`config.mk`:
```
export PLATFORM = sky130hd
export DESIGN_NAME = load_queue_ordered_flat
export DESIGN_NICKNAME = d
export VERILOG_FILES = /design/src/rtl/load_queue_ordered_if.sv /design/src/rtl/load_queue_ordered.sv /design/src/flat_wrapper.sv
export SDC_FILE = /design/constraint.sdc
export NUM_CORES = 1
export LEC_CHECK = 0
export ABC_CLOCK_PERIOD_IN_PS = 10940
export CAP_MARGIN = 20
export CORE_ASPECT_RATIO = 0.7
export CORE_MARGIN = 3
export CORE_UTILIZATION = 35
export CTS_CLUSTER_DIAMETER = 80
export DETAILED_ROUTE_END_ITERATION = 10
export HOLD_SLACK_MARGIN = 0.1
export PLACE_DENSITY_LB_ADDON = 0.3
export SLEW_MARGIN = 5
export SYNTH_ARGS = -nofsm -noshare
export SYNTH_HDL_FRONTEND = slang
export SYNTH_SLANG_ARGS = --single-unit
export TNS_END_PERCENT = 20
```
`constraint.sdc`:
```
create_clock -name clk -period 10.94 [get_ports clk]
set_input_delay 3.282 -clock clk [delete_from_list [all_inputs] [get_ports clk]]
set_output_delay 3.282 -clock clk [all_outputs]
set_load 0.05 [all_outputs]
```
`src/rtl/load_queue_ordered_if.sv`:
```
`default_nettype none
// ============================================================================
//  Module      : load_queue_ordered_if
//  Description : Bundle of the dispatch, execute, issue, LSU-feedback and
//                retire signals of the load queue.
//                master = the environment driving the queue,
//                slave  = the load queue itself.
//                issue_entry packs {valid, addr_valid, issued, done,
//                sdq_marker, addr}, MSB first.
//  Revision    : 1.0  initial release
// ============================================================================
interface load_queue_ordered_if #(
    parameter int ENTRIES    = 8,
    parameter int ADDR_W     = 32,
    parameter int SDQ_MARK_W = 4,
    parameter int NUM_EXEC   = 2
);
    localparam int IDX_W   = $clog2(ENTRIES);
    localparam int ENTRY_W = 4 + SDQ_MARK_W + ADDR_W;

    logic                         flush;
    logic                         disp_vld;
    logic [SDQ_MARK_W-1:0]        disp_sdq_marker;
    logic [IDX_W-1:0]             disp_ldq_idx;
    logic                         disp_full;
    logic [NUM_EXEC-1:0]          exec_vld;
    logic [NUM_EXEC*IDX_W-1:0]    exec_ldq_idx;
    logic [NUM_EXEC*ADDR_W-1:0]   exec_addr;
    logic [SDQ_MARK_W-1:0]        sdq_head_marker;
    logic                         issue_vld;
    logic                         issue_rdy;
    logic [IDX_W-1:0]             issue_idx;
    logic [ENTRY_W-1:0]           issue_entry;
    logic                         lsu_done_vld;
    logic [IDX_W-1:0]             lsu_done_idx;
    logic                         lsu_replay_vld;
    logic [IDX_W-1:0]             lsu_replay_idx;
    logic                         retire_vld;
    logic [IDX_W-1:0]             retire_idx;
    logic [IDX_W:0]               count;

    modport master (
        output flush, disp_vld, disp_sdq_marker, exec_vld, exec_ldq_idx,
               exec_addr, sdq_head_marker, issue_rdy, lsu_done_vld,
               lsu_done_idx, lsu_replay_vld, lsu_replay_idx,
        input  disp_ldq_idx, disp_full, issue_vld, issue_idx, issue_entry,
               retire_vld, retire_idx, count
    );

    modport slave (
        input  flush, disp_vld, disp_sdq_marker, exec_vld, exec_ldq_idx,
               exec_addr, sdq_head_marker, issue_rdy, lsu_done_vld,
               lsu_done_idx, lsu_replay_vld, lsu_replay_idx,
        output disp_ldq_idx, disp_full, issue_vld, issue_idx, issue_entry,
               retire_vld, retire_idx, count
    );
endinterface
`default_nettype wire

```
`src/rtl/load_queue_ordered.sv`:
```
`default_nettype none
// ============================================================================
//  Module      : load_queue_ordered
//  Description : Age-ordered circular load queue. Loads are allocated in
//                program order, receive addresses from NUM_EXEC execute
//                ports, issue oldest-ready-first to the LSU, are held until
//                the LSU reports done (or replayed), and retire in order.
//                With ORDERED=1 a load waits until its store-queue marker
//                matches the store-queue head marker.
//  Ports       : clk, rst (sync, active-high), lq (slave modport carrying
//                dispatch / execute / issue / LSU feedback / retire / count)
//  Revision    : 1.0  initial release
// ============================================================================
module load_queue_ordered #(
    parameter int ENTRIES    = 8,
    parameter int ADDR_W     = 32,
    parameter int SDQ_MARK_W = 4,
    parameter int NUM_EXEC   = 2,
    parameter int ORDERED    = 0
) (
    input  wire logic           clk,
    input  wire logic           rst,
    load_queue_ordered_if.slave lq
);
    localparam int IDX_W = $clog2(ENTRIES);

    typedef struct packed {
        logic                  valid;
        logic                  addr_valid;
        logic                  issued;
        logic                  done;
        logic [SDQ_MARK_W-1:0] sdq_marker;
        logic [ADDR_W-1:0]     addr;
    } entry_t;

    entry_t                entries [ENTRIES];
    logic [IDX_W-1:0]      head;
    logic [IDX_W-1:0]      tail;
    logic [IDX_W:0]        entry_count;
    // Registered copy of the store-queue head marker keeps issue_* free of
    // any input-to-output path.
    logic [SDQ_MARK_W-1:0] sdq_head_q;

    logic [ENTRIES-1:0]    ready;
    logic                  found;
    logic [IDX_W-1:0]      sel;
    logic [IDX_W-1:0]      cand;
    logic                  full;
    logic                  alloc_fire;
    logic                  retire_fire;
    logic                  issue_fire;
    entry_t                new_entry;

    // ------------------------------------------------------------------
    // Readiness per entry
    // ------------------------------------------------------------------
    for (genvar i = 0; i < ENTRIES; i++) begin : g_ready
        assign ready[i] = entries[i].valid & entries[i].addr_valid &
                          ~entries[i].issued & ~entries[i].done &
                          ((ORDERED == 0) || (entries[i].sdq_marker == sdq_head_q));
    end

    // ------------------------------------------------------------------
    // Oldest-first selection: scan age offsets from youngest to oldest so
    // the last hit (smallest offset from head) is the one kept.
    // ------------------------------------------------------------------
    always_comb begin
        found = 1'b0;
        sel   = '0;
        cand  = '0;
        for (int k = ENTRIES - 1; k >= 0; k--) begin
            cand = head + IDX_W'(k);
            if (ready[cand]) begin
                found = 1'b1;
                sel   = cand;
            end
        end
    end

    assign full        = (entry_count == (IDX_W+1)'(ENTRIES));
    assign alloc_fire  = lq.disp_vld & ~full;
    assign retire_fire = entries[head].valid & entries[head].done;
    assign issue_fire  = found & lq.issue_rdy;

    always_comb begin
        new_entry            = '0;
        new_entry.valid      = 1'b1;
        new_entry.sdq_marker = lq.disp_sdq_marker;
    end

    // ------------------------------------------------------------------
    // Outputs (registered state only)
    // ------------------------------------------------------------------
    assign lq.disp_ldq_idx = tail;
    assign lq.disp_full    = full;
    assign lq.issue_vld    = found;
    assign lq.issue_idx    = sel;
    assign lq.issue_entry  = found ? entries[sel] : '0;
    assign lq.retire_vld   = retire_fire;
    assign lq.retire_idx   = head;
    assign lq.count        = entry_count;

    always_ff @(posedge clk) begin
        if (rst) begin
            sdq_head_q <= '0;
        end else begin
            sdq_head_q <= lq.sdq_head_marker;
        end
    end

    // ------------------------------------------------------------------
    // Entry array and pointers. Later non-blocking writes to the same
    // field override earlier ones, which encodes the priorities:
    // higher exec port over lower, done over replay.
    // ------------------------------------------------------------------
    always_ff @(posedge clk) begin
        if (rst || lq.flush) begin
            for (int i = 0; i < ENTRIES; i++) begin
                entries[i] <= '0;
            end
            head        <= '0;
            tail        <= '0;
            entry_count <= '0;
        end else begin
            for (int p = 0; p < NUM_EXEC; p++) begin
                if (lq.exec_vld[p] && entries[lq.exec_ldq_idx[p*IDX_W +: IDX_W]].valid) begin
                    entries[lq.exec_ldq_idx[p*IDX_W +: IDX_W]].addr       <= lq.exec_addr[p*ADDR_W +: ADDR_W];
                    entries[lq.exec_ldq_idx[p*IDX_W +: IDX_W]].addr_valid <= 1'b1;
                end
            end

            if (issue_fire) begin
                entries[sel].issued <= 1'b1;
            end
            if (lq.lsu_replay_vld && entries[lq.lsu_replay_idx].valid) begin
                entries[lq.lsu_replay_idx].issued <= 1'b0;
            end
            if (lq.lsu_done_vld && entries[lq.lsu_done_idx].valid) begin
                entries[lq.lsu_done_idx].done <= 1'b1;
            end

            // Head and tail never coincide while both fire: a retire needs a
            // valid head (count>0) and an allocation needs count<ENTRIES.
            if (retire_fire) begin
                entries[head].valid <= 1'b0;
                head                <= head + 1'b1;
            end
            if (alloc_fire) begin
                entries[tail] <= new_entry;
                tail          <= tail + 1'b1;
            end

            case ({alloc_fire, retire_fire})
                2'b10:   entry_count <= entry_count + 1'b1;
                2'b01:   entry_count <= entry_count - 1'b1;
                default: entry_count <= entry_count;
            endcase
        end
    end
endmodule
`default_nettype wire

```
`src/flat_wrapper.sv`:
```
// flat-port wrapper written by rule: the top's interface ports become plain ports
module load_queue_ordered_flat 
#(
    parameter int ENTRIES    = 8,
    parameter int ADDR_W     = 32,
    parameter int SDQ_MARK_W = 4,
    parameter int NUM_EXEC   = 2,
    parameter int ORDERED    = 0
)
  (clk, rst, lq_flush, lq_disp_vld, lq_disp_sdq_marker, lq_exec_vld, lq_exec_ldq_idx, lq_exec_addr, lq_sdq_head_marker, lq_issue_rdy, lq_lsu_done_vld, lq_lsu_done_idx, lq_lsu_replay_vld, lq_lsu_replay_idx, lq_disp_ldq_idx, lq_disp_full, lq_issue_vld, lq_issue_idx, lq_issue_entry, lq_retire_vld, lq_retire_idx, lq_count);
  load_queue_ordered_if #(.ENTRIES(ENTRIES), .ADDR_W(ADDR_W), .SDQ_MARK_W(SDQ_MARK_W), .NUM_EXEC(NUM_EXEC)) lq_i ();
  input  wire logic clk;
  input  wire logic rst;
  input wire logic [$bits(lq_i.flush)-1:0] lq_flush;
  input wire logic [$bits(lq_i.disp_vld)-1:0] lq_disp_vld;
  input wire logic [$bits(lq_i.disp_sdq_marker)-1:0] lq_disp_sdq_marker;
  input wire logic [$bits(lq_i.exec_vld)-1:0] lq_exec_vld;
  input wire logic [$bits(lq_i.exec_ldq_idx)-1:0] lq_exec_ldq_idx;
  input wire logic [$bits(lq_i.exec_addr)-1:0] lq_exec_addr;
  input wire logic [$bits(lq_i.sdq_head_marker)-1:0] lq_sdq_head_marker;
  input wire logic [$bits(lq_i.issue_rdy)-1:0] lq_issue_rdy;
  input wire logic [$bits(lq_i.lsu_done_vld)-1:0] lq_lsu_done_vld;
  input wire logic [$bits(lq_i.lsu_done_idx)-1:0] lq_lsu_done_idx;
  input wire logic [$bits(lq_i.lsu_replay_vld)-1:0] lq_lsu_replay_vld;
  input wire logic [$bits(lq_i.lsu_replay_idx)-1:0] lq_lsu_replay_idx;
  output wire logic [$bits(lq_i.disp_ldq_idx)-1:0] lq_disp_ldq_idx;
  output wire logic [$bits(lq_i.disp_full)-1:0] lq_disp_full;
  output wire logic [$bits(lq_i.issue_vld)-1:0] lq_issue_vld;
  output wire logic [$bits(lq_i.issue_idx)-1:0] lq_issue_idx;
  output wire logic [$bits(lq_i.issue_entry)-1:0] lq_issue_entry;
  output wire logic [$bits(lq_i.retire_vld)-1:0] lq_retire_vld;
  output wire logic [$bits(lq_i.retire_idx)-1:0] lq_retire_idx;
  output wire logic [$bits(lq_i.count)-1:0] lq_count;
  assign lq_i.flush = lq_flush;
  assign lq_i.disp_vld = lq_disp_vld;
  assign lq_i.disp_sdq_marker = lq_disp_sdq_marker;
  assign lq_i.exec_vld = lq_exec_vld;
  assign lq_i.exec_ldq_idx = lq_exec_ldq_idx;
  assign lq_i.exec_addr = lq_exec_addr;
  assign lq_i.sdq_head_marker = lq_sdq_head_marker;
  assign lq_i.issue_rdy = lq_issue_rdy;
  assign lq_i.lsu_done_vld = lq_lsu_done_vld;
  assign lq_i.lsu_done_idx = lq_lsu_done_idx;
  assign lq_i.lsu_replay_vld = lq_lsu_replay_vld;
  assign lq_i.lsu_replay_idx = lq_lsu_replay_idx;
  assign lq_disp_ldq_idx = lq_i.disp_ldq_idx;
  assign lq_disp_full = lq_i.disp_full;
  assign lq_issue_vld = lq_i.issue_vld;
  assign lq_issue_idx = lq_i.issue_idx;
  assign lq_issue_entry = lq_i.issue_entry;
  assign lq_retire_vld = lq_i.retire_vld;
  assign lq_retire_idx = lq_i.retire_idx;
  assign lq_count = lq_i.count;
  load_queue_ordered #(.ENTRIES(ENTRIES), .ADDR_W(ADDR_W), .SDQ_MARK_W(SDQ_MARK_W), .NUM_EXEC(NUM_EXEC), .ORDERED(ORDERED)) u_core (.clk(clk), .rst(rst), .lq(lq_i));
endmodule
```
Word level (Yosys, flattened, before mapping) --
Memories as Yosys holds them, arrays and structs flattened. A register that Yosys moved wholly into a read port is not among the register bits. Cells that the tools add are included.
Word-level totals: flip-flop bits (word level) 10, RAM bits 320, output and inout port bits 56, memories kept 1
Operators by class: add/sub/neg operators 10, order comparisons 8, equality and inequality tests 3, mux-type cells 80, bitwise logic cells 44, reductions and logical operators 13
Memory list:
- u_core.entries | words 8, width 40, read ports 14, clocked after Yosys merged registers in 1, wr ports 8, line load_queue_ordered.sv:36 | entry_t entries [ENTRIES];
Operator list (count):
- 40-bit two-way mux | 8
- 40-bit OR reduction | 7
- 3-bit two-way mux | 17
- 1-bit two-way mux | 40
- 3-bit by 4-bit < comparator with 1-bit output, second input constant | 8
- 1-bit bitwise AND | 27
- 1-bit binary-select mux with 3-bit select | 8
- 1-bit inverter | 17
- 3-bit adder, second input constant | 4
- 2-bit two-way mux | 6
- 4-bit one-hot mux with 2 select lines | 1
- 3-bit by 1-bit adder with 3-bit output, second input constant | 2
- 3-bit by 2-bit adder with 3-bit output, second input constant | 2
- 4-bit by 1-bit adder with 4-bit output, second input constant | 1
- 4-bit == test, second input constant | 1
- 1-bit logical AND | 4
- 4-bit by 1-bit subtractor with 4-bit output, second input constant | 1
- 2-bit by 1-bit == test with 1-bit output, second input constant | 1
- 2-bit == test, second input constant | 1
- 2-bit nonzero test | 1
- 1-bit logical OR | 1

Depth between registers and ports, before layout --
An unclocked memory read counts as a cell.
depth after elaboration 20, gate-level depth with buffers 19

Worst setup path after synthesis --
Ideal clock, no wire load.
kind register -> output, start reg u_core.head[0], in the netlist u_core.lq.retire_idx[0], end out lq_issue_entry[29], arrival 6.677 ns, required time 7.658 ns, setup slack 0.981 ns, stages on the path, launching flop included 17, cell sequence dfxtp_1 -> buf_2 -> inv_1 -> clkbuf_1 -> ha_1 -> buf_2 -> nor2b_1 -> a22oi_1 -> nand2_1 -> a211o_1 -> o21ai_1 -> a21oi_1 -> o211ai_1 -> nor2b_1 -> clkbuf_1 -> clkbuf_1 -> a2111oi_0
On the way: word-level cells in the longest chain between the ends 13
Ends and longest elaborated chain:
- start, declared | line load_queue_ordered.sv:37 | logic [IDX_W-1:0] head;
- start signal, assigned | line load_queue_ordered.sv:146 | head <= head + 1'b1;
- 3-bit adder | line load_queue_ordered.sv:72 | cand = head + IDX_W'(k);
- 1-bit binary-select mux with 3-bit select | line load_queue_ordered.sv:73 | if (ready[cand]) begin
- 1-bit two-way mux (implied by the code) | line load_queue_ordered.sv:73
- 3-bit two-way mux (7 in a row) | line load_queue_ordered.sv:73
- 3-bit two-way mux (*) | line load_queue_ordered.sv:73
- net lq_issue_idx[1] | line flat_wrapper.sv:29 | output wire logic [$bits(lq_i.issue_idx)-1:0] lq_issue_idx;
- memory 8 x 40 bit (*)
- 40-bit two-way mux (*) | line load_queue_ordered.sv:98 | assign lq.issue_entry = found ? entries[sel] : '0;
- end, declared | line flat_wrapper.sv:30 | output wire logic [$bits(lq_i.issue_entry)-1:0] lq_issue_entry;
The timed path passes the listed nets; every way through them passes the cells marked *. The select of a mux whose other input is x is not followed.

Worst setup path in the final report --
start reg u_core.head[1], in the netlist u_core.lq.retire_idx[1], end out lq_issue_entry[2]
On the way: word-level cells in the longest chain between the ends 13
Ends and longest elaborated chain (line):
- 3-bit adder | load_queue_ordered.sv:72
- 1-bit binary-select mux with 3-bit select | load_queue_ordered.sv:73
- 1-bit two-way mux (implied by the code) | load_queue_ordered.sv:73
- 3-bit two-way mux (8 in a row) | load_queue_ordered.sv:73
- memory 8 x 40 bit
- 40-bit two-way mux (*) | load_queue_ordered.sv:98
Mark *: on every way between the ends. The rest lies on a longest branch, timed or not. The select of a mux whose other input is x is not followed.

==> key figures <==
Cells and area
  • Layout cell share with drive strength beyond 1: 7.03%
  • Filler cells: 5462
  • Area of the multi-input gates: 11200 um2
  • Nets: 2751
  • Fin util: 41.2%
  • Layout area overhead: 15.8%
  • Seq. cell area: 6990 um2
  • Number of diodes: 0

Global routing
  • Initial antenna violation count: 2
  • Tot GR Track Use: 26.2%
  • GRT busiest layer: met2
  • Largest net degree at the start of global routing: 99
  • Vias in the first global route: 19.7k
  • Grt total ovfl: 0
  • Global-route wire length before repair: 119 mm
  • M3 GR Usage: 6.88%
  • Met1 track demand over resource: 36.0%
  • GR Layer Usage met2: 39.8%

Timing
  • Final Skew: 18.2 ps
  • Final Hold Viols: 0
  • Minimum clock period: 10570 ps
  • Relative slew slack: 17.9%
  • FMAX: 94.6 MHz
  • Max-slew violations: 0
  • Worst-Margin Slew: 1230 ps
  • Worst Slack Setup Final: 373 ps
  • Final setup violation count: 0
  • Part of the cycle the worst path needs: 96.6%
  • Post-Route Setup TNS: 0 ps
  • RSZ-0062 raised after global routing: no

Yosys
  • Yosys reg bits: 333
  • Post-synth top area share: 31.4%
  • Top-count cell post-synth: nand2_1
  • Post-synth top cells: nand2_1 (607), nor2_1 (323), dfxtp_1 (301)
  • Post-synth cell types: 71
  • Mapped Cells: 2690
  • Syn. warnings: 0
  • Syn_area_per_cell: 7.14 um2
  • Synthesized cell area: 19200 um2
  • Post-synth ARST share: 0%
  • Synth Flop Type: dfxtp_1
  • Dominant cells by area after synthesis: dfxtp_1 (31%), nand2_1 (12%), a21oi_1 (6.5%)
  • Post-synth EDFFs: 32
  • Post-synthesis sequential area ratio: 36.4%
  • Synth area leader: dfxtp_1

Min path
  • Worst hold-check path type: reg -> reg
  • Hold depth: 2
  • Hold endpoint: u_core.entries[3][38]
  • Critical hold path startpoint: u_core.entries[3][38]

Clock tree
  • Post-cts gate resize count: 0
  • Clk_lat worst skew: 540 ps
  • Clk slew on worst S/H paths: 60 ps
  • Root Driver: clkbuf_16
  • Cts hold-fix bufs: 0
  • Total clock sinks: 333
  • CTS H-tree lvls: 2
  • Post-CTS setup buffer count: 0
  • CTS tree: yes
  • CTS buffer count: 37
  • Maximum clock path buffer count: 3

Worst setup path
  • Data arrival time of the worst path: 7280 ps
  • Reg2reg start: u_core.lq.retire_idx[1]
  • Startpoint types: flip-flop
  • Cell count of the worst reg-to-reg path: 13
  • CP Class: reg -> out
  • Setup crit end kind: output pin
  • Crit Reg-Reg Endpoint: u_core.entries[2][37]
  • Critical Path RT: 7660 ps
  • CP startpoint: u_core.lq.retire_idx[1]
  • Max FO, Critical Path: 41
  • Worst R2R Setup Slack: 5490 ps

Detailed routing
  • DR DRC count: 1
  • Initial DRC Count: 3017
  • Routed WL per cell: 23.2 um
  • Vias per cell: 6.15
  • Routed Wire Length: 79.1 mm
  • Via count: 20.9k
  • Antenna-violating nets left: 0
  • TritonRoute pass-1 iters: 10

Placed design
  • Setup slack at placement: 1180 ps
  • Port bufs: 142
  • DP HPWL: 44.5 mm
  • GP Congestion: 0.903

Power
  • Leak Pwr: 8.87 nW
  • Pwr/cell area: 119 nW/um2
  • Worst vdd ir: 0.0755 mV

Die
  • Die width: 286 um
  • Starting Density: 35.6%
  • Die ar.: 57800 um2
  • Core area: 54000 um2
  • Die Height: 202 um
  • # rows: 71
  • IO Count: 149

Status
  • Status: finished, violations left
  • Failing checks: design-rule violations

Flow run
  • Maxcap violations: 0
-- kinds of logic after synthesis --
logic type / Yosys count / synth area share [%]
AO/OA/AOI/OAI: 699 / 22.8
XOR/XNOR: 9 / 0.410
adder cells (fa/ha/maj): 11 / 0.756
buffers and inverters: 293 / 6.14
flip-flops: 333 / 36.4
multiplexers: 95 / 5.43
other: 1 / 0.0195
AND/OR/NAND/NOR: 1249 / 28.1
-- worst max-delay path by stage --
| stage | to | slack, ps |
|---|---|---|
| 6_report | lq_issue_entry[2] | 370 |
| 5_1_grt | lq_issue_entry[2] | 60 |
| 4_1_cts | lq_issue_entry[2] | 570 |
| 3_5_place_dp | lq_issue_entry[2] | 1180 |
| 3_3_place_gp | lq_issue_entry[6] | 1290 |
| 2_1_floorplan | lq_issue_entry[29] | 980 |
-- state kept, by name, indices dropped and copies added (netlist names), named ones only --
name                    count
u_core.lq.retire_idx        3
u_core.entries            320
u_core.lq.count             4
u_core.lq.disp_ldq_idx      3
-- where the power goes --
part	total (mW)	switching [mW]	leakage [nW]	internal [mW]
logic	0.134	0.0902	5.48	0.0441
registers	1.24	0.00413	2.78	1.24
clock network	1.28	0.539	0.610	0.742
total	2.66	0.634	8.87	2.02
-- worst max-delay path: stages (launching register included) --
cell             delay, ps
dfxtp_1                680
inv_1                  330
ha_1                   590
nor2b_1                320
a22o_1                 250
nor3_1                  80
or2_2                  330
a31o_1                 250
o31a_1                 280
or2_4                  480
clkinv_2               270
buf_4                  570
a21oi_1                180
a221o_1                340
nor4b_1                790
clkdlybuf4s50_1        950
-- through the flow --
step	power, mW	area, um2	hold WS (ps)	instances
after floorplan	1.33	19200	432	2691
after global placement	1.39	21000	454	3335
after global routing	2.73	22200	497	3406
after CTS	2.67	22200	478	3403
after detailed placement	1.40	21000	469	3335
final	2.66	22200	479	3406
-- layer usage --
layer  share of wire (%)  wire (um)
met5               0.028         22
met4                 3.3       2640
met3                  13      10000
met2                  43      33700
met1                  41      32700
-- layout by cell type (no fill, tap or decap), drive strengths merged, types with 5 or more instances in the layout --
cell           instances
nand4bb                6
a221o                 11
ha                    10
clkbuf                58
a31o                   9
a32oi                  5
a31oi                198
o22ai                  5
nand2                607
clkinv                 8
a21oi                251
nand2b                21
o221ai                11
nor4b                 10
o21a                   6
a22oi                  6
nor2                 323
dfxtp                301
mux2i                 85
xnor2                  5
or2                   11
buf                   51
nand3                141
clkdlybuf4s50        142
and2                  39
edfxtp                32
nor2b                  9
a2111oi               24
inv                   18
mux4                   7
a32o                  23
o21ai                114
a22o                   6
and3                  33
nor3                  30
-- cell type report --
class / instances / area share [%]
timing repair buffer: 193 / 8.14
inverter: 17 / 0.292
tap: 730 / 4.11
clock inverter: 10 / 0.360
sequential: 333 / 31.4
clock buffer: 58 / 5.12
multi-input combinational: 2065 / 50.6
Power figures use the tool's default switching activity.
